--- src/rtl/register_file_pkg.sv ---
// Shared constants for the register file: default geometry and the x0 index.
package register_file_pkg;
  localparam int DEF_WIDTH      = 32;
  localparam int DEF_ADDR_WIDTH = 5;
  localparam int DEF_NUM_REGS   = 2 ** DEF_ADDR_WIDTH;
  localparam int ZERO_REG       = 0;
endpackage

--- src/rtl/register_file_read_port.sv ---
// One asynchronous read port: register mux, x0 forcing, optional write-first
// forwarding selected by the REGFILE_BYPASS_EN macro.
module register_file_read_port
  import register_file_pkg::*;
#(
  parameter int WIDTH      = DEF_WIDTH,
  parameter int ADDR_WIDTH = DEF_ADDR_WIDTH,
  parameter int NUM_REGS   = 2 ** ADDR_WIDTH
) (
  input  logic                           rst,
  input  logic [NUM_REGS-1:0][WIDTH-1:0] regs,
  input  logic [ADDR_WIDTH-1:0]          addr,
  input  logic                           wr_en,
  input  logic [ADDR_WIDTH-1:0]          wr_addr,
  input  logic [WIDTH-1:0]               wr_data,
  output logic [WIDTH-1:0]               rd_data
);
`ifdef REGFILE_BYPASS_EN
  localparam bit BYPASS = 1'b1;
`else
  localparam bit BYPASS = 1'b0;
`endif

  localparam logic [ADDR_WIDTH-1:0] X0 = ADDR_WIDTH'(ZERO_REG);

  always_comb begin
    rd_data = regs[addr];
    if (BYPASS && wr_en && (wr_addr != X0) && (wr_addr == addr)) rd_data = wr_data;
    // x0 and reset override everything, including forwarding
    if (rst || (addr == X0)) rd_data = '0;
  end
endmodule

--- src/rtl/register_file.sv ---
// 2-read/1-write register file with hardwired-zero x0 and async reset.
// Build option: define REGFILE_BYPASS_EN for write-first read forwarding.
module register_file
  import register_file_pkg::*;
#(
  parameter int WIDTH      = DEF_WIDTH,
  parameter int ADDR_WIDTH = DEF_ADDR_WIDTH
) (
  input  logic                  clk,
  input  logic                  rst,
  input  logic                  RegWrite,
  input  logic [ADDR_WIDTH-1:0] Rs1,
  input  logic [ADDR_WIDTH-1:0] Rs2,
  input  logic [ADDR_WIDTH-1:0] Rd,
  input  logic [WIDTH-1:0]      WriteData,
  output logic [WIDTH-1:0]      ReadData1,
  output logic [WIDTH-1:0]      ReadData2
);
  localparam int NUM_REGS  = 2 ** ADDR_WIDTH;
  localparam int NUM_PORTS = 2;
  localparam logic [ADDR_WIDTH-1:0] X0 = ADDR_WIDTH'(ZERO_REG);

  logic [NUM_REGS-1:0][WIDTH-1:0]       regs;
  logic [NUM_PORTS-1:0][ADDR_WIDTH-1:0] rd_addr;
  logic [NUM_PORTS-1:0][WIDTH-1:0]      rd_data;

  always_ff @(posedge clk or posedge rst) begin
    if (rst)                         regs     <= '0;
    else if (RegWrite && (Rd != X0)) regs[Rd] <= WriteData;
  end

  assign rd_addr = {Rs2, Rs1};

  for (genvar p = 0; p < NUM_PORTS; p++) begin : g_rp
    register_file_read_port #(
      .WIDTH     (WIDTH),
      .ADDR_WIDTH(ADDR_WIDTH),
      .NUM_REGS  (NUM_REGS)
    ) u_rp (
      .rst    (rst),
      .regs   (regs),
      .addr   (rd_addr[p]),
      .wr_en  (RegWrite),
      .wr_addr(Rd),
      .wr_data(WriteData),
      .rd_data(rd_data[p])
    );
  end

  assign ReadData1 = rd_data[0];
  assign ReadData2 = rd_data[1];
endmodule

--- config.mk ---
export PLATFORM = sky130hd
export DESIGN_NAME = register_file
export DESIGN_NICKNAME = d
export VERILOG_FILES = /design/src/rtl/register_file_pkg.sv /design/src/rtl/register_file_read_port.sv /design/src/rtl/register_file.sv
export SDC_FILE = /design/constraint.sdc
export NUM_CORES = 2
export LEC_CHECK = 0
export CORE_MARGIN = 10
export CORE_UTILIZATION = 30
export CTS_CLUSTER_DIAMETER = 60
export CTS_CLUSTER_SIZE = 20
export DETAILED_ROUTE_END_ITERATION = 10
export DONT_BUFFER_PORTS = 1
export PLACE_DENSITY = 0.49
export SLEW_MARGIN = 20
export SYNTH_ARGS = -nofsm -noshare
export SYNTH_HDL_FRONTEND = slang
export SYNTH_SLANG_ARGS = --single-unit
export TNS_END_PERCENT = 100
--- constraint.sdc ---
create_clock -name clk -period 86.1 [get_ports clk]
set_input_delay 4.305 -clock clk [delete_from_list [all_inputs] [get_ports clk]]
set_output_delay 4.305 -clock clk [all_outputs]
set_load 0.01 [all_outputs]
==> results_dict.tcl <==
set metrics [dict create \
    overflow 0 \
    drt-initial-drc-count 3009 \
    root_buffer "clkbuf_16" \
    clockBufferDepth 3 \
    synthSimpleGateAreaFrac 0.0331 \
    max_slew.worst_pin.slew_ns 1.56 \
    synthXorXnorAreaFrac 0 \
    setup_ws_ns 74.82 \
    start_util 0.301 \
    finalWirelength_mm 198 \
    met3_usage 0.0246 \
    ys_ff_latch 1024 \
    nets 3795 \
    ys_warn_count 0 \
    use_met2 0.337 \
    boundaryPins 114 \
    synth_area_per_cell_um2 13.5 \
    grt-busiest-layer "met2" \
    antenna_left 0 \
    worst-setup-path-type "in2out" \
    timing.final.crit_share 0.131 \
    syn_to_final_growth_pct 9.16 \
    ys_types 31 \
    avgRoutedWirePerCell_um 31.9 \
    coreArea_mm2 0.181 \
    synth-compound-area-share 0.0541 \
    failed_checks "max-slew violations" \
    drc 0 \
    grt_use_met1 0.244 \
    required_ns 81.79 \
    synth_top_family_by_area "multiplexers" \
    async_flop_share 1.00 \
    finalSetupViolations 0 \
    dp_cells 6018 \
    drive_gt1_frac 0.386 \
    regMostFlops "regs" \
    syn_inst 4029 \
    arrival_ns 6.97 \
    clk_pin_slew_ns 0.06 \
    finalMaxSlewViolations 38 \
    place_congestion 0.771 \
    grt_pass1_wl_mm 282 \
    synth_nets 4079 \
    pre_cts_ws_ns 74.88 \
    clock_skew_ns 0 \
    max-vdd-ir-drop_mv 0.0166 \
    postLayoutCellArea_mm2 0.0594 \
    synth_edf_count 0 \
    die_w_um 446 \
    grt_pass1_vias 36333 \
    htreeDepth 3 \
    cts_tree "done" \
    clock_sink_count 1024 \
    avgViaCountPerCell 5.74 \
    p_leak_nw 26.0 \
    hold_buffers 0 \
    status "finished with violations" \
    yosys.area_share.adder 0 \
    powerDensity_mw_per_mm2 22.5 \
    hp-class "reg2reg" \
    fin_tns_setup_ns 0 \
    ctsResizeCount 0 \
    largest_reg_flops 1024 \
    slew_headroom -0.0418 \
    dpl_cell_area_mm2 0.0561 \
    portBuffers 0 \
    synth_area_mm2 0.0544 \
    fp.dieH_um 446 \
    clkLatencyLatePin_ns 0.72 \
    grt.total_usage 0.193 \
    ys_seq_area_frac 0.471 \
    rsz0062_at_grt "no" \
    grt_antenna_before_repair 2 \
    vias 35557 \
    instances_no_fill 6193 \
    hpwlAfterDp_mm 106 \
    synthMuxAreaShare 0.403 \
    cap_violations 0 \
    synth_flop_cell "dfrtp_1" \
    end_kind "output pin" \
    fmax_mhz 88.7 \
    cts_made_buffers 93 \
    grt_max_degree 409 \
    drtPass1Iterations 8 \
    postCtsSetupBuffers 0 \
    die_area_mm2 0.199 \
    top_regs "regs: 1024 flops" \
    num_rows 156 \
    critical_path.startpoint_type "input pin" \
    hold_viol_final 0 \
    fin_crit_ns 11.28 \
    cp_max_fo 93 \
]
## per-layer routing
metal	up-vias	routed length, um
li1	14710	-
met1	19436	81900
met2	1102	99000
met3	309	9120
met4	0	7500
met5	-	0
## worst max-delay path: stages
cell and delay (ns):
nor2_4 0.86, buf_4 0.83, a22oi_1 0.21, nand3_1 0.14
nand4_1 0.50
## path summary, 6_finish.rpt
kind	startpoint	depth (start not counted)	slack (ns)	end
max	Rs2[1]	5	74.82	ReadData2[10]
min	regs[29]	0	0.38	regs[29]
min reg2reg	regs[29]	0	0.38	regs[29]
min in group asynchronous	rst	1	3.54	regs[67]
max reg2reg	regs[984]	1	85.28	regs[984]
max in group asynchronous	rst	7	77.47	regs[669]
## per-stage QoR
step	total power (W)	utilization	hold slack [ns]
6_report	0.00134	0.329	0.382
3_5_place_dp	0.000886	0.311	0.363
5_1_grt	0.00139	0.329	0.388
3_3_place_gp	0.000882	0.311	0.371
2_1_floorplan	0.000832	-	0.425
4_1_cts	0.00135	0.329	0.378
## synthesized netlist by cell type (3+ instances only)
cell type | n | area [um2]
dfrtp_1 | 1024 | 25600
mux2_2 | 974 | 11000
mux2i_1 | 599 | 6000
a22oi_1 | 332 | 2490
clkbuf_1 | 216 | 811
mux4_2 | 212 | 4770
nand3_1 | 150 | 751
buf_2 | 136 | 681
buf_4 | 74 | 556
nand2_1 | 73 | 274
nand4_1 | 66 | 413
a21oi_1 | 52 | 260
a32oi_1 | 20 | 175
nor2_1 | 20 | 75.1
mux2_1 | 18 | 203
buf_1 | 14 | 52.6
nor2_2 | 8 | 50.1
and2_1 | 7 | 43.8
nor3b_1 | 7 | 52.6
nor2b_1 | 6 | 37.5
nand3b_1 | 5 | 37.5
inv_1 | 3 | 11.3
nor3_1 | 3 | 15.0
## area by class of cell
class	count	area, um2
fillers	17621	121000
multi-input cells	2561	27000
flip-flops and latches	1024	25600
well taps	2370	2970
clock buffers	107	2500
clock inverters	65	757
repair buffers	62	536
inverters	3	18.8
diodes	1	2.50
## cells by family after synthesis
group	count (synthesis)
compound gates	406
simple gates	352
flops	1024
buf+inv	444
mux	1803
## report_power, final
group | switching, W | leakage, nW | internal (W) | total (W)
registers | 0.0000680 | 13.1 | 0.000572 | 0.000640
clock network | 0.000221 | 1.59 | 0.000236 | 0.000457
logic | 0.000100 | 11.3 | 0.000140 | 0.000240
## cell usage in the layout, fill, tap and decap left out, types with 7 or more instances in the layout
cell type,count
mux2_1,18
clkbuf_16,95
inv_6,21
clkinv_4,9
nand2_1,58
nand3_1,150
buf_4,57
nor2_4,23
clkinv_8,7
clkbuf_8,8
nand2_4,10
inv_8,13
a32oi_1,20
dfrtp_1,1024
mux2_2,974
a21oi_1,52
mux2i_1,599
a22oi_1,332
mux4_2,212
nand4_1,66
Note: power is estimated with default switching activity, not from simulation.
